===== src/rtl/mole_round_ctrl.sv =====
// rtl/mole_round_ctrl.sv - whack-a-mole round sequencer: timed rounds, mole retirement, saturating score
// Optional feature macro: CLEAR_BONUS_EN (adds +2 when all moles are cleared before timeout).
module mole_round_ctrl #(
    parameter int N_MOLES    = 18,
    parameter int ROUNDS     = 30,
    parameter int SHOW_TICKS = 20,
    parameter int GAP_TICKS  = 5,
    parameter int SCORE_W    = 10
) (
    input  logic               clk,
    input  logic               rst,
    input  logic               start,
    input  logic               tick,
    input  logic [N_MOLES-1:0] rand_in,
    input  logic [N_MOLES-1:0] hit_reg,
    output logic [N_MOLES-1:0] moles,
    output logic [SCORE_W-1:0] score,
    output logic [7:0]         round,
    output logic [7:0]         time_left,
    output logic               busy,
    output logic               game_over
);

    localparam logic [2:0] S_IDLE = 3'd0;
    localparam logic [2:0] S_LOAD = 3'd1;
    localparam logic [2:0] S_SHOW = 3'd2;
    localparam logic [2:0] S_GAP  = 3'd3;
    localparam logic [2:0] S_OVER = 3'd4;

    localparam int CNT_W = $clog2(N_MOLES + 1);
    localparam int SUM_W = SCORE_W + CNT_W + 2;
`ifdef CLEAR_BONUS_EN
    localparam int BONUS = 2;
`else
    localparam int BONUS = 0;
`endif

    logic [2:0]         state;
    logic [N_MOLES-1:0] fallback;
    logic [N_MOLES-1:0] hits;
    logic [N_MOLES-1:0] remaining;
    logic [CNT_W-1:0]   hit_cnt;
    logic [SUM_W-1:0]   sum;
    logic [SCORE_W-1:0] score_next;
    logic               cleared;
    logic               timeout;

    // Only bits that are currently up can score; a retired mole is already 0 in moles.
    always_comb begin
        hits      = hit_reg & moles;
        remaining = moles & ~hits;
        cleared   = (remaining == '0);
        timeout   = tick && (time_left == 8'd1);
        hit_cnt   = '0;
        for (int i = 0; i < N_MOLES; i++) begin
            hit_cnt = hit_cnt + CNT_W'(hits[i]);
        end
        sum = SUM_W'(score) + SUM_W'(hit_cnt) + (cleared ? SUM_W'(BONUS) : '0);
        if (|sum[SUM_W-1:SCORE_W]) begin
            score_next = '1;
        end else begin
            score_next = sum[SCORE_W-1:0];
        end
    end

    always_ff @(posedge clk) begin
        if (rst) begin
            state     <= S_IDLE;
            fallback  <= N_MOLES'(1);
            moles     <= '0;
            score     <= '0;
            round     <= '0;
            time_left <= '0;
            busy      <= 1'b0;
            game_over <= 1'b0;
        end else begin
            case (state)
                S_IDLE, S_OVER: begin
                    moles <= '0;
                    if (start) begin
                        score     <= '0;
                        round     <= '0;
                        busy      <= 1'b1;
                        game_over <= 1'b0;
                        state     <= S_LOAD;
                    end
                end
                S_LOAD: begin
                    // An all-zero pattern would end the round instantly, so fall back to a walking bit.
                    moles     <= (rand_in != '0) ? rand_in : fallback;
                    fallback  <= {fallback[N_MOLES-2:0], fallback[N_MOLES-1]};
                    time_left <= 8'(SHOW_TICKS);
                    round     <= round + 8'd1;
                    state     <= S_SHOW;
                end
                S_SHOW: begin
                    score <= score_next;
                    if (cleared || timeout) begin
                        moles     <= '0;
                        time_left <= 8'(GAP_TICKS);
                        state     <= S_GAP;
                    end else begin
                        moles <= remaining;
                        if (tick) begin
                            time_left <= time_left - 8'd1;
                        end
                    end
                end
                S_GAP: begin
                    moles <= '0;
                    if (time_left == 8'd0) begin
                        if (round == 8'(ROUNDS)) begin
                            busy      <= 1'b0;
                            game_over <= 1'b1;
                            state     <= S_OVER;
                        end else begin
                            state <= S_LOAD;
                        end
                    end else if (tick) begin
                        time_left <= time_left - 8'd1;
                    end
                end
                default: begin
                    state <= S_IDLE;
                    moles <= '0;
                    busy  <= 1'b0;
                end
            endcase
        end
    end

endmodule


===== config.mk =====
export PLATFORM = sky130hd
export DESIGN_NAME = mole_round_ctrl
export DESIGN_NICKNAME = d
export VERILOG_FILES = /design/src/rtl/mole_round_ctrl.sv
export SDC_FILE = /design/constraint.sdc
export NUM_CORES = 1
export LEC_CHECK = 0
export ABC_AREA = 1
export CORE_MARGIN = 2
export CORE_UTILIZATION = 25
export DETAILED_ROUTE_END_ITERATION = 10
export SLEW_MARGIN = 20
export SYNTH_ARGS = -nofsm -noshare
export SYNTH_HDL_FRONTEND = slang
export SYNTH_SLANG_ARGS = --single-unit
export TNS_END_PERCENT = 100

===== constraint.sdc =====
create_clock -name clk -period 4.7 [get_ports clk]
set_input_delay 0.47 -clock clk [delete_from_list [all_inputs] [get_ports clk]]
set_output_delay 0.47 -clock clk [all_outputs]
set_load 0.01 [all_outputs]

==> impl_metrics.tcl <==
set metrics [dict create \
    min_from "fallback[9]" \
    gp_congestion 0.769 \
    cts_buffers 9 \
    synthMostInstantiatedCell "nand2_1" \
    synth_cells 606 \
    dpl_cell_area_sq_um 5170 \
    max_stage_delay_ns 0.55 \
    cts_buffer_depth 2 \
    ys_seq_area_frac 0.326 \
    dieWidth_um 132 \
    crit_fanout 5 \
    worstHoldPathType "register to register" \
    drive_above_1_share 0.0938 \
    start_util 0.258 \
    startpoint "hit_reg[6]" \
    tns_ns 0 \
    wl_per_cell_um 13.0 \
    num_vias 3993 \
    maxCapViolCount 0 \
    synth_cell_type_count 38 \
    min_period_ns 4.55 \
    synth_nets 676 \
    cts_tree "built" \
    synth_top_area_frac 0.326 \
    r2r_start "moles[0]" \
    cp.required_ns 4.97 \
    grt.total_usage 0.137 \
    p_per_area_nw_per_um2 449 \
    antenna_found_initial 1 \
    cpMostUsedCell "fa_1" \
    syn_avg_cell_area_sq_um 6.80 \
    postRouteAntennaNets 0 \
    area_growth_syn_to_layout_pct 34.7 \
    cts_root_buf "clkbuf_16" \
    rows 46 \
    diodes 0 \
    finClkSkew_ns 0.00760 \
    worst_slack_ns 0.154 \
    synth_ff_type "dfxtp_1" \
    setup_violations 0 \
    htreeDepth 3 \
    min_delay_path_depth 2 \
    synth_top_area_cell "dfxtp_1" \
    criticalPathCategory "primary input to register" \
    n_fill_cell 1792 \
    core_region_area_sq_um 16000 \
    ys_top_cells_by_area "dfxtp_1, nand2_1, inv_1" \
    ff2ff_path_depth 17 \
    ys_async_sr_fraction 0 \
    min_to "fallback[9]" \
    finish.instance_area_sq_um 5550 \
    clock_latency_ns 0.34 \
    synth_top_cells_by_count "nand2_1, inv_1, dfxtp_1" \
    drt_iter0_drc 247 \
    slew_violations 0 \
    tightest_slew_ns 0.868 \
    overflow 0 \
    critical-path-top-delay-family "adder cells" \
    p_leak_nw 2.38 \
    status "complete, no violations" \
    cp_slowest_cell "fa_1" \
    die_y_um 132 \
    vdd_drop_max_mv 0.202 \
    grt_max_degree 44 \
    crit_buf_inv 5 \
    drc 0 \
    synth_edf_count 0 \
    dpl.hpwl_um 8800 \
    io_buffers 85 \
    cp-end-kind "register" \
    yosys_warnings 0 \
    worstPathArrival_ns 4.81 \
    finalHoldViolCount 0 \
    dp_slack_ns -0.594 \
    fin_crit_sh 0.967 \
    die_area_sq_um 17500 \
    drt-total-wl_um 11800 \
    via_per_inst 4.39 \
    clock-sinks 67 \
    nets 758 \
    ios 86 \
    grt_pass1_wl_um 19100 \
    post-route-util 0.347 \
    r2r_end "score[9]" \
    netlist_area_sq_um 4120 \
    grt_pass1_vias 3826 \
    clkTransAtPathRegs_ns 0.06 \
    p_total_mw 2.49 \
    path_cells "dlygate4sd2_1, nand2_2, inv_2, fa_1, inv_1, fa_1, fa_1, fa_1, fa_1, fa_2, fa_2, inv_2, nand3_2, nand2_4, inv_4, nand3_2, nand2_1, a21oi_1" \
    critPathLaunchType "primary input" \
    firstDrtPassIters 5 \
    ff2ff_setup_slack_ns 0.17 \
    max_freq_mhz 220 \
    ys_ff_latch 67 \
    slew_headroom 0.421 \
]
-- layer usage --
layer / global-route usage / vias up / share of wire
met5: 0 / - / 0.0013
met2: 0.212 / 77 / 0.44
met3: 0.0373 / 13 / 0.047
met4: 0.0466 / 2 / 0.014
met1: 0.185 / 1826 / 0.49
li1: - / 2075 / -
-- cell families after synthesis --
group,Yosys count,synth area share
simple gates,256,0.257
fa+ha+maj,30,0.115
xor+xnor,8,0.0170
buf+inv,123,0.117
compound gates,122,0.169
flops,67,0.326
-- layout make-up --
class,instances,area [sq um],share of cell area
Multi-Input combinational cell,416,2340,0.422
Sequential cell,67,1340,0.242
Timing Repair Buffer,89,876,0.158
Inverter,105,397,0.0715
Tap cell,216,270,0.0487
Clock buffer,9,225,0.0406
Clock inverter,7,100,0.0180
-- flip-flops by register name, summed over array words and instances, names as in the netlist --
name	cells
time_left	8
game_over	1
round	8
score	10
moles	18
fallback	18
state	3
busy	1
-- metrics by stage --
stage          instances  hold slack [ns]
3_3_place_gp         891            0.442
2_1_floorplan        606            0.430
3_5_place_dp         891            0.449
5_1_grt              909            0.478
6_report             909            0.453
4_1_cts              908            0.458
-- report_power, final --
part           switching (mW)  internal [mW]
Combinational           0.612          0.361
Clock                   0.280          0.468
Sequential             0.0857          0.687
-- cell usage in the layout (no fill, tap or decap), types with 2 or more instances in the layout --
master / instances
a211oi_1: 2
a21oi_1: 58
a21oi_2: 2
buf_4: 3
bufinv_16: 2
clkbuf_16: 9
clkdlybuf4s50_1: 77
clkinvlp_4: 3
dfxtp_1: 67
dlygate4sd2_1: 7
fa_1: 11
fa_2: 2
ha_1: 17
inv_1: 90
inv_2: 13
inv_6: 2
nand2_1: 152
nand2_2: 4
nand3_1: 19
nand3_2: 5
nand4_1: 5
nor2_1: 57
nor2_2: 2
nor3_1: 6
o21a_1: 7
o21ai_0: 32
o21ai_1: 5
o21ai_2: 9
xnor2_1: 2
xor2_1: 6
-- worst register-to-register path, delay by kind of cell (launching register included) --
family                   cells  cell delay [ns]
AO/OA/AOI/OAI                1             0.15
flip-flops                   1             0.33
adder cells (fa/ha/maj)      7             3.31
AND/OR/NAND/NOR              5             0.44
buffers and inverters        4             0.24
-- repair_timing --
| action | CTS | global route |
|---|---|---|
| pin swaps | 17 | 15 |
| setup endpoints to repair | 10 | 8 |
| resized for setup | 14 | 15 |
| hold buffers | 0 | 0 |
| hold endpoints to repair | 0 | 0 |
| setup buffers | 1 | 1 |
-- worst max-delay path by stage --
| stage | to | depth (start not counted) | slack, ns |
|---|---|---|---|
| 2_1_floorplan | score[4] | 14 | 0.10 |
| 3_3_place_gp | score[4] | 15 | -0.57 |
| 3_5_place_dp | score[9] | 18 | -0.59 |
| 4_1_cts | score[8] | 17 | 0.05 |
| 5_1_grt | score[4] | 17 | -0.03 |
| 6_report | score[9] | 18 | 0.15 |
(Power assumes the default switching activity.)
